<file path="config.mk">
export PLATFORM = sky130hd
export DESIGN_NAME = div_unit
export DESIGN_NICKNAME = d
export VERILOG_FILES = /design/src/rtl/mips_div_pkg.sv /design/src/rtl/div_step.sv /design/src/rtl/div_unit.sv
export SDC_FILE = /design/constraint.sdc
export NUM_CORES = 1
export LEC_CHECK = 0
export BUFFER_PORTS_ARGS = -buffer_cell sky130_fd_sc_hd__buf_4
export CAP_MARGIN = 20
export CELL_PAD_IN_SITES_DETAIL_PLACEMENT = 1
export CELL_PAD_IN_SITES_GLOBAL_PLACEMENT = 2
export CORE_ASPECT_RATIO = 0.8
export CORE_MARGIN = 2
export CORE_UTILIZATION = 32
export CTS_BUF_LIST = sky130_fd_sc_hd__clkbuf_4 sky130_fd_sc_hd__clkbuf_8
export CTS_CLUSTER_DIAMETER = 100
export CTS_CLUSTER_SIZE = 16
export DETAILED_ROUTE_END_ITERATION = 7
export GPL_TIMING_DRIVEN = 0
export HOLD_SLACK_MARGIN = 0.15
export PLACE_DENSITY = 0.83
export SKIP_CTS_REPAIR_TIMING = 1
export SLEW_MARGIN = 40
export SYNTH_ARGS = -nofsm -noshare
export SYNTH_HDL_FRONTEND = slang
export SYNTH_SLANG_ARGS = --single-unit
</file>
<file path="constraint.sdc">
create_clock -name clk -period 4.81 [get_ports clk]
set_input_delay 0.2405 -clock clk [delete_from_list [all_inputs] [get_ports clk]]
set_output_delay 0.2405 -clock clk [all_outputs]
set_load 0.05 [all_outputs]
</file>
<file path="src/rtl/mips_div_pkg.sv">
// Shared types and constants for the execute-stage divider.
// Latency: n/a (declarations only).
// Backpressure: n/a (declarations only).
// Contents: divider FSM state encoding, iteration count, divide-by-zero quotient.
package mips_div_pkg;

    typedef enum logic [1:0] {
        DIV_IDLE = 2'd0,
        DIV_BUSY = 2'd1,
        DIV_DONE = 2'd2
    } div_state_t;

    localparam int DIV_ITERS = 32;

    // Quotient reported for a zero divisor: all ones, no trap.
    localparam logic [31:0] DIV_BY_ZERO_Q = '1;

endpackage

</file>
<file path="src/rtl/div_step.sv">
// One radix-2 restoring division iteration (purely combinational).
// Latency: 0 cycles; the caller registers the result.
// Backpressure: none; output follows inputs.
// Ports: rem_i/quo_i = current partial remainder / quotient, dvs_i = divisor
//        magnitude, rem_o/quo_o = state after one shift-and-subtract.
module div_step #(
    parameter int W = 32
) (
    input  logic [W:0]   rem_i,
    input  logic [W-1:0] quo_i,
    input  logic [W-1:0] dvs_i,
    output logic [W:0]   rem_o,
    output logic [W-1:0] quo_o
);

    logic [W:0]   rem_sh;
    logic [W+1:0] diff;

    // Shift {rem,quo} left by one: the quotient MSB moves into the remainder.
    assign rem_sh = {rem_i[W-1:0], quo_i[W-1]};

    // One extra bit so the borrow of the trial subtraction is visible.
    assign diff = {1'b0, rem_sh} - {2'b00, dvs_i};

    // Restore (keep rem_sh) when the trial subtraction went negative.
    assign rem_o = diff[W+1] ? rem_sh : diff[W:0];
    assign quo_o = {quo_i[W-2:0], ~diff[W+1]};

endmodule

</file>
<file path="src/rtl/div_unit.sv">
// Multi-cycle restoring divider for DIV/DIVU, producing quotient (lo) and remainder (hi).
// Latency: 33 cycles from acceptance to valid_o (1 cycle for a zero divisor).
// Backpressure: stall_o freezes the pipeline while the divide is in flight; flush_i annuls it.
// Ports: clk/resetn (sync, active low); start_i/signed_i/a_i/b_i request a divide;
//        flush_i kills it; stall_o to hazard logic; valid_o pulses with new hi_o/lo_o.
module div_unit
    import mips_div_pkg::*;
#(
    parameter int DIV_WIDTH = DIV_ITERS,
    parameter int CNT_W     = $clog2(DIV_WIDTH) + 1
) (
    input  logic                 clk,
    input  logic                 resetn,
    input  logic                 start_i,
    input  logic                 signed_i,
    input  logic [DIV_WIDTH-1:0] a_i,
    input  logic [DIV_WIDTH-1:0] b_i,
    input  logic                 flush_i,
    output logic                 stall_o,
    output logic                 valid_o,
    output logic [DIV_WIDTH-1:0] hi_o,
    output logic [DIV_WIDTH-1:0] lo_o
);

    div_state_t           state_q;
    logic [CNT_W-1:0]     cnt_q;
    logic [DIV_WIDTH:0]   rem_q;
    logic [DIV_WIDTH-1:0] quo_q;
    logic [DIV_WIDTH-1:0] dvs_q;
    logic                 neg_quo_q;
    logic                 neg_rem_q;
    logic                 valid_q;
    logic [DIV_WIDTH-1:0] hi_q;
    logic [DIV_WIDTH-1:0] lo_q;

    logic [DIV_WIDTH:0]   rem_d;
    logic [DIV_WIDTH-1:0] quo_d;
    logic [DIV_WIDTH-1:0] lo_res;
    logic [DIV_WIDTH-1:0] hi_res;

    logic                 a_neg;
    logic                 b_neg;
    logic [DIV_WIDTH-1:0] a_mag;
    logic [DIV_WIDTH-1:0] b_mag;

    assign a_neg = signed_i & a_i[DIV_WIDTH-1];
    assign b_neg = signed_i & b_i[DIV_WIDTH-1];
    // -0x80000000 wraps to 0x80000000, which is the correct unsigned magnitude.
    assign a_mag = a_neg ? -a_i : a_i;
    assign b_mag = b_neg ? -b_i : b_i;

    div_step #(.W(DIV_WIDTH)) u_step (
        .rem_i (rem_q),
        .quo_i (quo_q),
        .dvs_i (dvs_q),
        .rem_o (rem_d),
        .quo_o (quo_d)
    );

    // Sign fix-up applied to the final iteration's output as it is registered.
    assign lo_res = neg_quo_q ? -quo_d : quo_d;
    assign hi_res = neg_rem_q ? -rem_d[DIV_WIDTH-1:0] : rem_d[DIV_WIDTH-1:0];

    // Combinational so the pipeline freezes in the same cycle the divide arrives.
    // DONE drops the request so the instruction can leave Execute.
    assign stall_o = resetn & ~flush_i &
                     (((state_q == DIV_IDLE) & start_i) | (state_q == DIV_BUSY));

    assign valid_o = valid_q;
    assign hi_o    = hi_q;
    assign lo_o    = lo_q;

    always_ff @(posedge clk) begin
        if (!resetn) begin
            state_q   <= DIV_IDLE;
            cnt_q     <= '0;
            rem_q     <= '0;
            quo_q     <= '0;
            dvs_q     <= '0;
            neg_quo_q <= 1'b0;
            neg_rem_q <= 1'b0;
            valid_q   <= 1'b0;
            hi_q      <= '0;
            lo_q      <= '0;
        end else begin
            valid_q <= 1'b0;
            if (flush_i) begin
                // Annul whatever is in flight; hi/lo keep the last real result.
                state_q <= DIV_IDLE;
            end else begin
                case (state_q)
                    DIV_IDLE: begin
                        if (start_i) begin
                            if (b_i == '0) begin
                                lo_q    <= DIV_WIDTH'(DIV_BY_ZERO_Q);
                                hi_q    <= a_i;
                                valid_q <= 1'b1;
                                state_q <= DIV_DONE;
                            end else begin
                                rem_q     <= '0;
                                quo_q     <= a_mag;
                                dvs_q     <= b_mag;
                                neg_quo_q <= a_neg ^ b_neg;
                                neg_rem_q <= a_neg;
                                cnt_q     <= '0;
                                state_q   <= DIV_BUSY;
                            end
                        end
                    end
                    DIV_BUSY: begin
                        rem_q <= rem_d;
                        quo_q <= quo_d;
                        cnt_q <= cnt_q + CNT_W'(1);
                        if (cnt_q == CNT_W'(DIV_WIDTH - 1)) begin
                            lo_q    <= lo_res;
                            hi_q    <= hi_res;
                            valid_q <= 1'b1;
                            state_q <= DIV_DONE;
                        end
                    end
                    DIV_DONE: begin
                        // start_i here still belongs to the departing instruction.
                        state_q <= DIV_IDLE;
                    end
                    default: begin
                        state_q <= DIV_IDLE;
                    end
                endcase
            end
        end
    end

endmodule
</file>
==> results of run 1 <==
==> how the worst max path moves through the flow <==
| stage | from | to | slack (ns) | depth (start not counted) |
|---|---|---|---|---|
| after floorplan | rem_q[6] | hi_o[30] | 0.14 | 22 |
| after global placement | rem_q[6] | hi_o[30] | -1.91 | 22 |
| after detailed placement | dvs_q[26] | lo_o[30] | -1.64 | 20 |
| after CTS | rem_q[6] | hi_o[30] | -1.65 | 22 |
| after global routing | rem_q[7] | hi_o[28] | -0.04 | 22 |
| final | dvs_q[27] | hi_o[28] | 0.07 | 22 |
==> power breakdown <==
part	total [mW]	switching (mW)	internal [mW]
clock	1.23	0.640	0.593
combinational	0.970	0.616	0.354
sequential	1.49	0.0365	1.45
==> layer usage <==
layer	global-route usage	up-vias	wire, um
li1	-	6242	-
met1	0.4102	6536	26540
met2	0.3878	457	22550
met3	0.06012	52	4305
met4	0.05940	0	826
met5	0	-	0
==> layout by cell type (no fill, tap or decap), types with 45 or more instances in the layout <==
cell                       synthesis  layout
sky130_fd_sc_hd__xnor2_1          63      63
sky130_fd_sc_hd__nor2_1          194     190
sky130_fd_sc_hd__o21ai_0         101      95
sky130_fd_sc_hd__nand2_1         163     163
sky130_fd_sc_hd__buf_4             2     162
sky130_fd_sc_hd__xor2_1           67      67
sky130_fd_sc_hd__clkbuf_1         86      72
sky130_fd_sc_hd__inv_1            55      48
sky130_fd_sc_hd__a21oi_1         177     168
sky130_fd_sc_hd__o211ai_1         45      45
sky130_fd_sc_hd__a211oi_1         48      46
sky130_fd_sc_hd__dfxtp_1         171     162
==> worst max-delay path, stage by stage (launching register included) <==
cell and delay (ns):
sky130_fd_sc_hd__dfxtp_1 0.33, sky130_fd_sc_hd__inv_2 0.14, sky130_fd_sc_hd__ha_2 0.35, sky130_fd_sc_hd__nand2_1 0.13, sky130_fd_sc_hd__o21ai_4 0.09, sky130_fd_sc_hd__a2111o_1 0.42
sky130_fd_sc_hd__a211o_4 0.33, sky130_fd_sc_hd__or2_4 0.25, sky130_fd_sc_hd__buf_8 0.14, sky130_fd_sc_hd__buf_12 0.14, sky130_fd_sc_hd__buf_12 0.15, sky130_fd_sc_hd__buf_12 0.15
sky130_fd_sc_hd__o21ai_4 0.23, sky130_fd_sc_hd__ha_4 0.19, sky130_fd_sc_hd__nand2_1 0.06, sky130_fd_sc_hd__nor3_2 0.22, sky130_fd_sc_hd__a31oi_4 0.17, sky130_fd_sc_hd__nor2_4 0.15
sky130_fd_sc_hd__buf_6 0.12, sky130_fd_sc_hd__nand4_1 0.16, sky130_fd_sc_hd__nor4_2 0.37, sky130_fd_sc_hd__a21oi_1 0.12, sky130_fd_sc_hd__o31ai_1 0.22
==> sequential cells by signal (all words and copies together), names as in the netlist, 2 cells and up <==
signal	flops
state_q	2
cnt_q	6
dvs_q	32
lo_o	32
hi_o	32
rem_q	32
quo_q	32
==> through the flow <==
| step | std cells | worst slack [ns] | TNS [ns] | util |
|---|---|---|---|---|
| global route | 2323 | -0.03509 | -0.03509 | 0.4077 |
| global placement | 2234 | -1.908 | -31.64 | 0.3660 |
| finish | 2324 | 0.07086 | 0 | 0.4078 |
| floorplan | 1613 | 0.1448 | 0 | - |
| CTS | 2266 | -1.653 | -27.18 | 0.3787 |
| detailed placement | 2234 | -1.635 | -26.37 | 0.3663 |
==> layout make-up <==
class | instances | share of cell area
tap | 487 | 0.04059
multi-input combinational | 1277 | 0.5456
antenna | 1 | 0.0001667
inverter | 56 | 0.01417
clock inverter | 14 | 0.01400
timing repair buffer | 204 | 0.1091
clock buffer | 18 | 0.01650
sequential | 171 | 0.2288
buffer | 96 | 0.03109
==> logic make-up (layout without fill, tap and decap cells) <==
family          count (synthesis)  count (layout)  share of synthesized area
simple gates                  562             562                     0.2207
compound gates                528             528                     0.2832
flops                         171             171                     0.2887
buf+inv                       165             388                    0.05391
xor+xnor                      130             130                    0.09601
fa+ha+maj                      38              38                    0.04073
mux                            19              19                    0.01678
other cells                     0               1                          0
==> impl_metrics.tcl, run 1 <==
set metrics [dict create \
    outcome "complete, no violations" \
    commonest_cells_in_the_netlist "sky130_fd_sc_hd__nor2_1, sky130_fd_sc_hd__a21oi_1, sky130_fd_sc_hd__dfxtp_1" \
    post-synth-top-area-cell "sky130_fd_sc_hd__dfxtp_1" \
    overall_power_of_the_completed_layout_mw 3.693 \
    timing_max_transition_violations_final 0 \
    whs_ns 0.1251 \
    hold-path-cell-count 4 \
    yosys_register_bits 171 \
    postRouteAntennaNets 0 \
    ctsHtreeMaxLevel 4 \
    tritoncts_clock_tree "done" \
    placeable_core_region_um2 36810 \
    flow.area_growth_from_synthesis_pct 26.59 \
    drt-initial-drc-count 1094 \
    io_buffers 134 \
    cp_data_arrival_time_ns 5.16 \
    pd_cells_nw_per_um2 246.0 \
    timing.reg2reg.worst_path_depth 22 \
    hold_start "b_i[10]" \
    end_kind "flip-flop" \
    global_route.overflow_total 0 \
    placement_rows 63 \
    netlist_area_um2 11860 \
    timing.slew.headroom 0.3820 \
    top_level_ports 135 \
    initial_antenna_violation_count 1 \
    globalRouteTotalUtil 0.2715 \
    synth_ff_type "sky130_fd_sc_hd__dfxtp_1" \
    hold_path_end "dvs_q[10]" \
    min_period_ns 4.739 \
    worst_r2r_endpoint "hi_o[28]" \
    worstHoldPathType "in2reg" \
    post_synth_num_cell_types 74 \
    setup_viol 0 \
    worstSkewPairLatency_ns 0.52 \
    nNetsFinal 1930 \
    ir_drop_mv 0.1653 \
    multi_input_area_um2 8190 \
    die_ht_um 176.2 \
    gp_routability_congestion 0.9207 \
    drt_pre_antenna_iters 5 \
    layout-drive-gt1-share 0.1629 \
    tritoncts_num_sinks 171 \
    cp_max_fo 10 \
    synthesis.yosys.warnings 0 \
    static-leakage-power_nw 5.792 \
    postSynth.asyncResetShare 0 \
    timing.fmax_mhz 211.0 \
    worst_setup_path_start_kind "flip-flop" \
    pin_count_of_the_biggest_net_entering_global_routing 17 \
    min_period_over_period 0.9853 \
    via_count_of_the_first_global_routing_pass 12530 \
    yosys.area.top_type_share 0.2887 \
    area_after_detailed_placement_um2 13480 \
    ff2ff_setup_slack_ns 0.07 \
    path_class "reg2reg" \
    layout.area.seq_um2 3435 \
    number_of_synthesized_flops_with_an_enable_pin 0 \
    fin_hold_viols 0 \
    die_width_um 219.2 \
    avgViaCountPerCell 5.717 \
    synth.net_count 1720 \
    synthCells 1613 \
    route.final.wire_length_mm 54.23 \
    drc 0 \
    starting_density_of_the_core 0.3222 \
    design.die.area_um2 38630 \
    post_drt_wl_per_cell_um 23.33 \
    drv.max_cap_violation_count 0 \
    avgSynthCellArea_um2 7.352 \
    clk_transition_reported_paths_ns 0.09 \
    yosys-top-cells-area "sky130_fd_sc_hd__dfxtp_1, sky130_fd_sc_hd__a21oi_1, sky130_fd_sc_hd__nor2_1" \
    synthMostInstantiatedCell "sky130_fd_sc_hd__nor2_1" \
    via_count 13290 \
    grt_first_pass_wirelength_mm 78.28 \
    reg2reg_from "dvs_q[27]" \
    timing.clock.skew_ns 0.02513 \
    cts_root_buffer "sky130_fd_sc_hd__clkbuf_8" \
    n_fill_cell 4531 \
    final_design_area_excluding_fillers_um2 15010 \
    tightest_slew_ns 0.9270 \
    cp_data_required_time_ns 5.23 \
    tritoncts.num_buffers 17 \
    dp_hpwl_mm 42.55 \
    seq_area_frac_synth 0.2887 \
    clk_path_buf_depth 2 \
]
Power figures use the tool's default switching activity.
==> inputs of run 2 (changes only) <==
==> constraint.sdc (replaced) <==
create_clock -name clk -period 4.81 [get_ports clk]
set_input_delay 0.7215 -clock clk [delete_from_list [all_inputs] [get_ports clk]]
set_output_delay 0.7215 -clock clk [all_outputs]
set_load 0.05 [all_outputs]
==> impl_metrics.tcl, run 2 (synthesized netlist as in run 1, its figures left out) <==
set metrics [dict create \
    outcome "complete, no violations" \
    overall_power_of_the_completed_layout_mw 3.664 \
    min_period_over_period 0.9848 \
    die_ht_um 176.2 \
    ir_drop_mv 0.1657 \
    worstSkewPairLatency_ns 0.53 \
    starting_density_of_the_core 0.3222 \
    tritoncts.num_buffers 17 \
    drc 0 \
    pd_cells_nw_per_um2 251.1 \
    static-leakage-power_nw 5.617 \
    end_kind "flip-flop" \
    path_class "reg2reg" \
    io_buffers 134 \
    ctsHtreeMaxLevel 4 \
    timing_max_transition_violations_final 0 \
    fin_cells 2282 \
    tightest_slew_ns 0.9356 \
    tritoncts_clock_tree "done" \
    gp_routability_congestion 0.9207 \
    global_route.overflow_total 0 \
    route.final.wire_length_mm 53.50 \
    setup_ws_ns 0.07323 \
    die_width_um 219.2 \
    tritoncts_num_sinks 171 \
    final_util 0.3964 \
    placeable_core_region_um2 36810 \
    cp_data_required_time_ns 5.24 \
    layout-drive-gt1-share 0.1667 \
    timing.clock.skew_ns 0.02707 \
    postRouteAntennaNets 0 \
    pin_count_of_the_biggest_net_entering_global_routing 17 \
    worstHoldPathType "reg2reg" \
    drv.max_cap_violation_count 0 \
    placedCellCount 2234 \
    via_count_of_the_first_global_routing_pass 12530 \
    clk_transition_reported_paths_ns 0.09 \
    setup_viol 0 \
    initial_antenna_violation_count 1 \
    worst_setup_path_start_kind "flip-flop" \
    grt_first_pass_wirelength_mm 78.28 \
    n_fill_cell 4563 \
    dp_slack_ns -1.635 \
    drt_pre_antenna_iters 5 \
    timing.fmax_mhz 211.1 \
    layout_commonest_cell "sky130_fd_sc_hd__nor2_1" \
    min_period_ns 4.737 \
    timing.slew.headroom 0.3763 \
    post_drt_wl_per_cell_um 23.44 \
    most-common-layout-cells "sky130_fd_sc_hd__nor2_1, sky130_fd_sc_hd__a21oi_1, sky130_fd_sc_hd__nand2_1, sky130_fd_sc_hd__buf_4, sky130_fd_sc_hd__dfxtp_1" \
    avgViaCountPerCell 5.767 \
    setup-tns-final_ns 0 \
    placement_rows 63 \
    cts_root_buffer "sky130_fd_sc_hd__clkbuf_8" \
    cp_max_fo 10 \
    fin_hold_viols 0 \
    nNetsFinal 1888 \
    dp_hpwl_mm 42.55 \
    via_count 13160 \
    flow.area_growth_from_synthesis_pct 23.04 \
    top_level_ports 135 \
    cp_data_arrival_time_ns 5.16 \
    globalRouteTotalUtil 0.2715 \
    drt-initial-drc-count 1042 \
    clk_path_buf_depth 2 \
    design.die.area_um2 38630 \
]
==> run 2: cell types whose count changed in the layout (fill, tap and decap cells not counted), sizes merged <==
| cell | change |
|---|---|
| dlygate4sd3 | -42 |
==> run 2: area by class of cell <==
cell class / count / area, um^2 / share of cell area
flip-flops and latches: 171 / 3435 / 0.2354
repair buffers: 162 / 1217 / 0.08343
diodes: 1 / 2.502 / 0.0001715
inverters: 56 / 212.7 / 0.01458
multi-input cells: 1277 / 8190 / 0.5613
clock inverters: 14 / 210.2 / 0.01441
clock buffers: 18 / 247.7 / 0.01698
well taps: 487 / 609.3 / 0.04176
plain buffers: 96 / 466.7 / 0.03198
==> run 2: metal layers <==
metal / vias up / GRT usage / wire length (um)
met4: 0 / 0.05940 / 784
met2: 425 / 0.3878 / 22060
met1: 6533 / 0.4102 / 26880
li1: 6156 / - / -
met5: - / 0 / 0
met3: 47 / 0.06012 / 3764
==> run 2: path summary, 6_finish.rpt <==
path | start | to | slack, ns | cells past startpoint
setup / recovery | dvs_q[27] | hi_o[28] | 0.07 | 22
hold / removal | dvs_q[31] | dvs_q[31] | 0.46 | 2
setup reg to reg | dvs_q[27] | hi_o[28] | 0.07 | 22
hold reg to reg | dvs_q[31] | dvs_q[31] | 0.46 | 2
==> run 2: metrics by stage <==
step / hold WS, ns / instance area [um^2]
after floorplan: 0.4319 / 11860
after global placement: 0.4456 / 13470
after detailed placement: 0.4533 / 13480
after CTS: 0.4424 / 13940
after global routing: 0.4676 / 14590
final: 0.4644 / 14590
==> run 2: critical path: stages (launching register included) <==
cell,delay [ns]
sky130_fd_sc_hd__dfxtp_1,0.33
sky130_fd_sc_hd__inv_2,0.13
sky130_fd_sc_hd__ha_2,0.35
sky130_fd_sc_hd__nand2_1,0.13
sky130_fd_sc_hd__o21ai_4,0.09
sky130_fd_sc_hd__a2111o_1,0.42
sky130_fd_sc_hd__a211o_4,0.33
sky130_fd_sc_hd__or2_4,0.25
sky130_fd_sc_hd__buf_8,0.14
sky130_fd_sc_hd__buf_12,0.14
sky130_fd_sc_hd__buf_12,0.15
sky130_fd_sc_hd__buf_12,0.15
sky130_fd_sc_hd__o21ai_4,0.23
sky130_fd_sc_hd__ha_4,0.19
sky130_fd_sc_hd__nand2_1,0.06
sky130_fd_sc_hd__nor3_2,0.23
sky130_fd_sc_hd__a31oi_4,0.17
sky130_fd_sc_hd__nor2_4,0.16
sky130_fd_sc_hd__buf_6,0.12
sky130_fd_sc_hd__nand4_1,0.16
sky130_fd_sc_hd__nor4_2,0.37
sky130_fd_sc_hd__a21oi_1,0.12
sky130_fd_sc_hd__o31ai_1,0.22
==> run 2: power breakdown <==
part / internal (mW) / switching (mW)
Combinational: 0.332 / 0.608
Clock: 0.593 / 0.641
Sequential: 1.45 / 0.0365
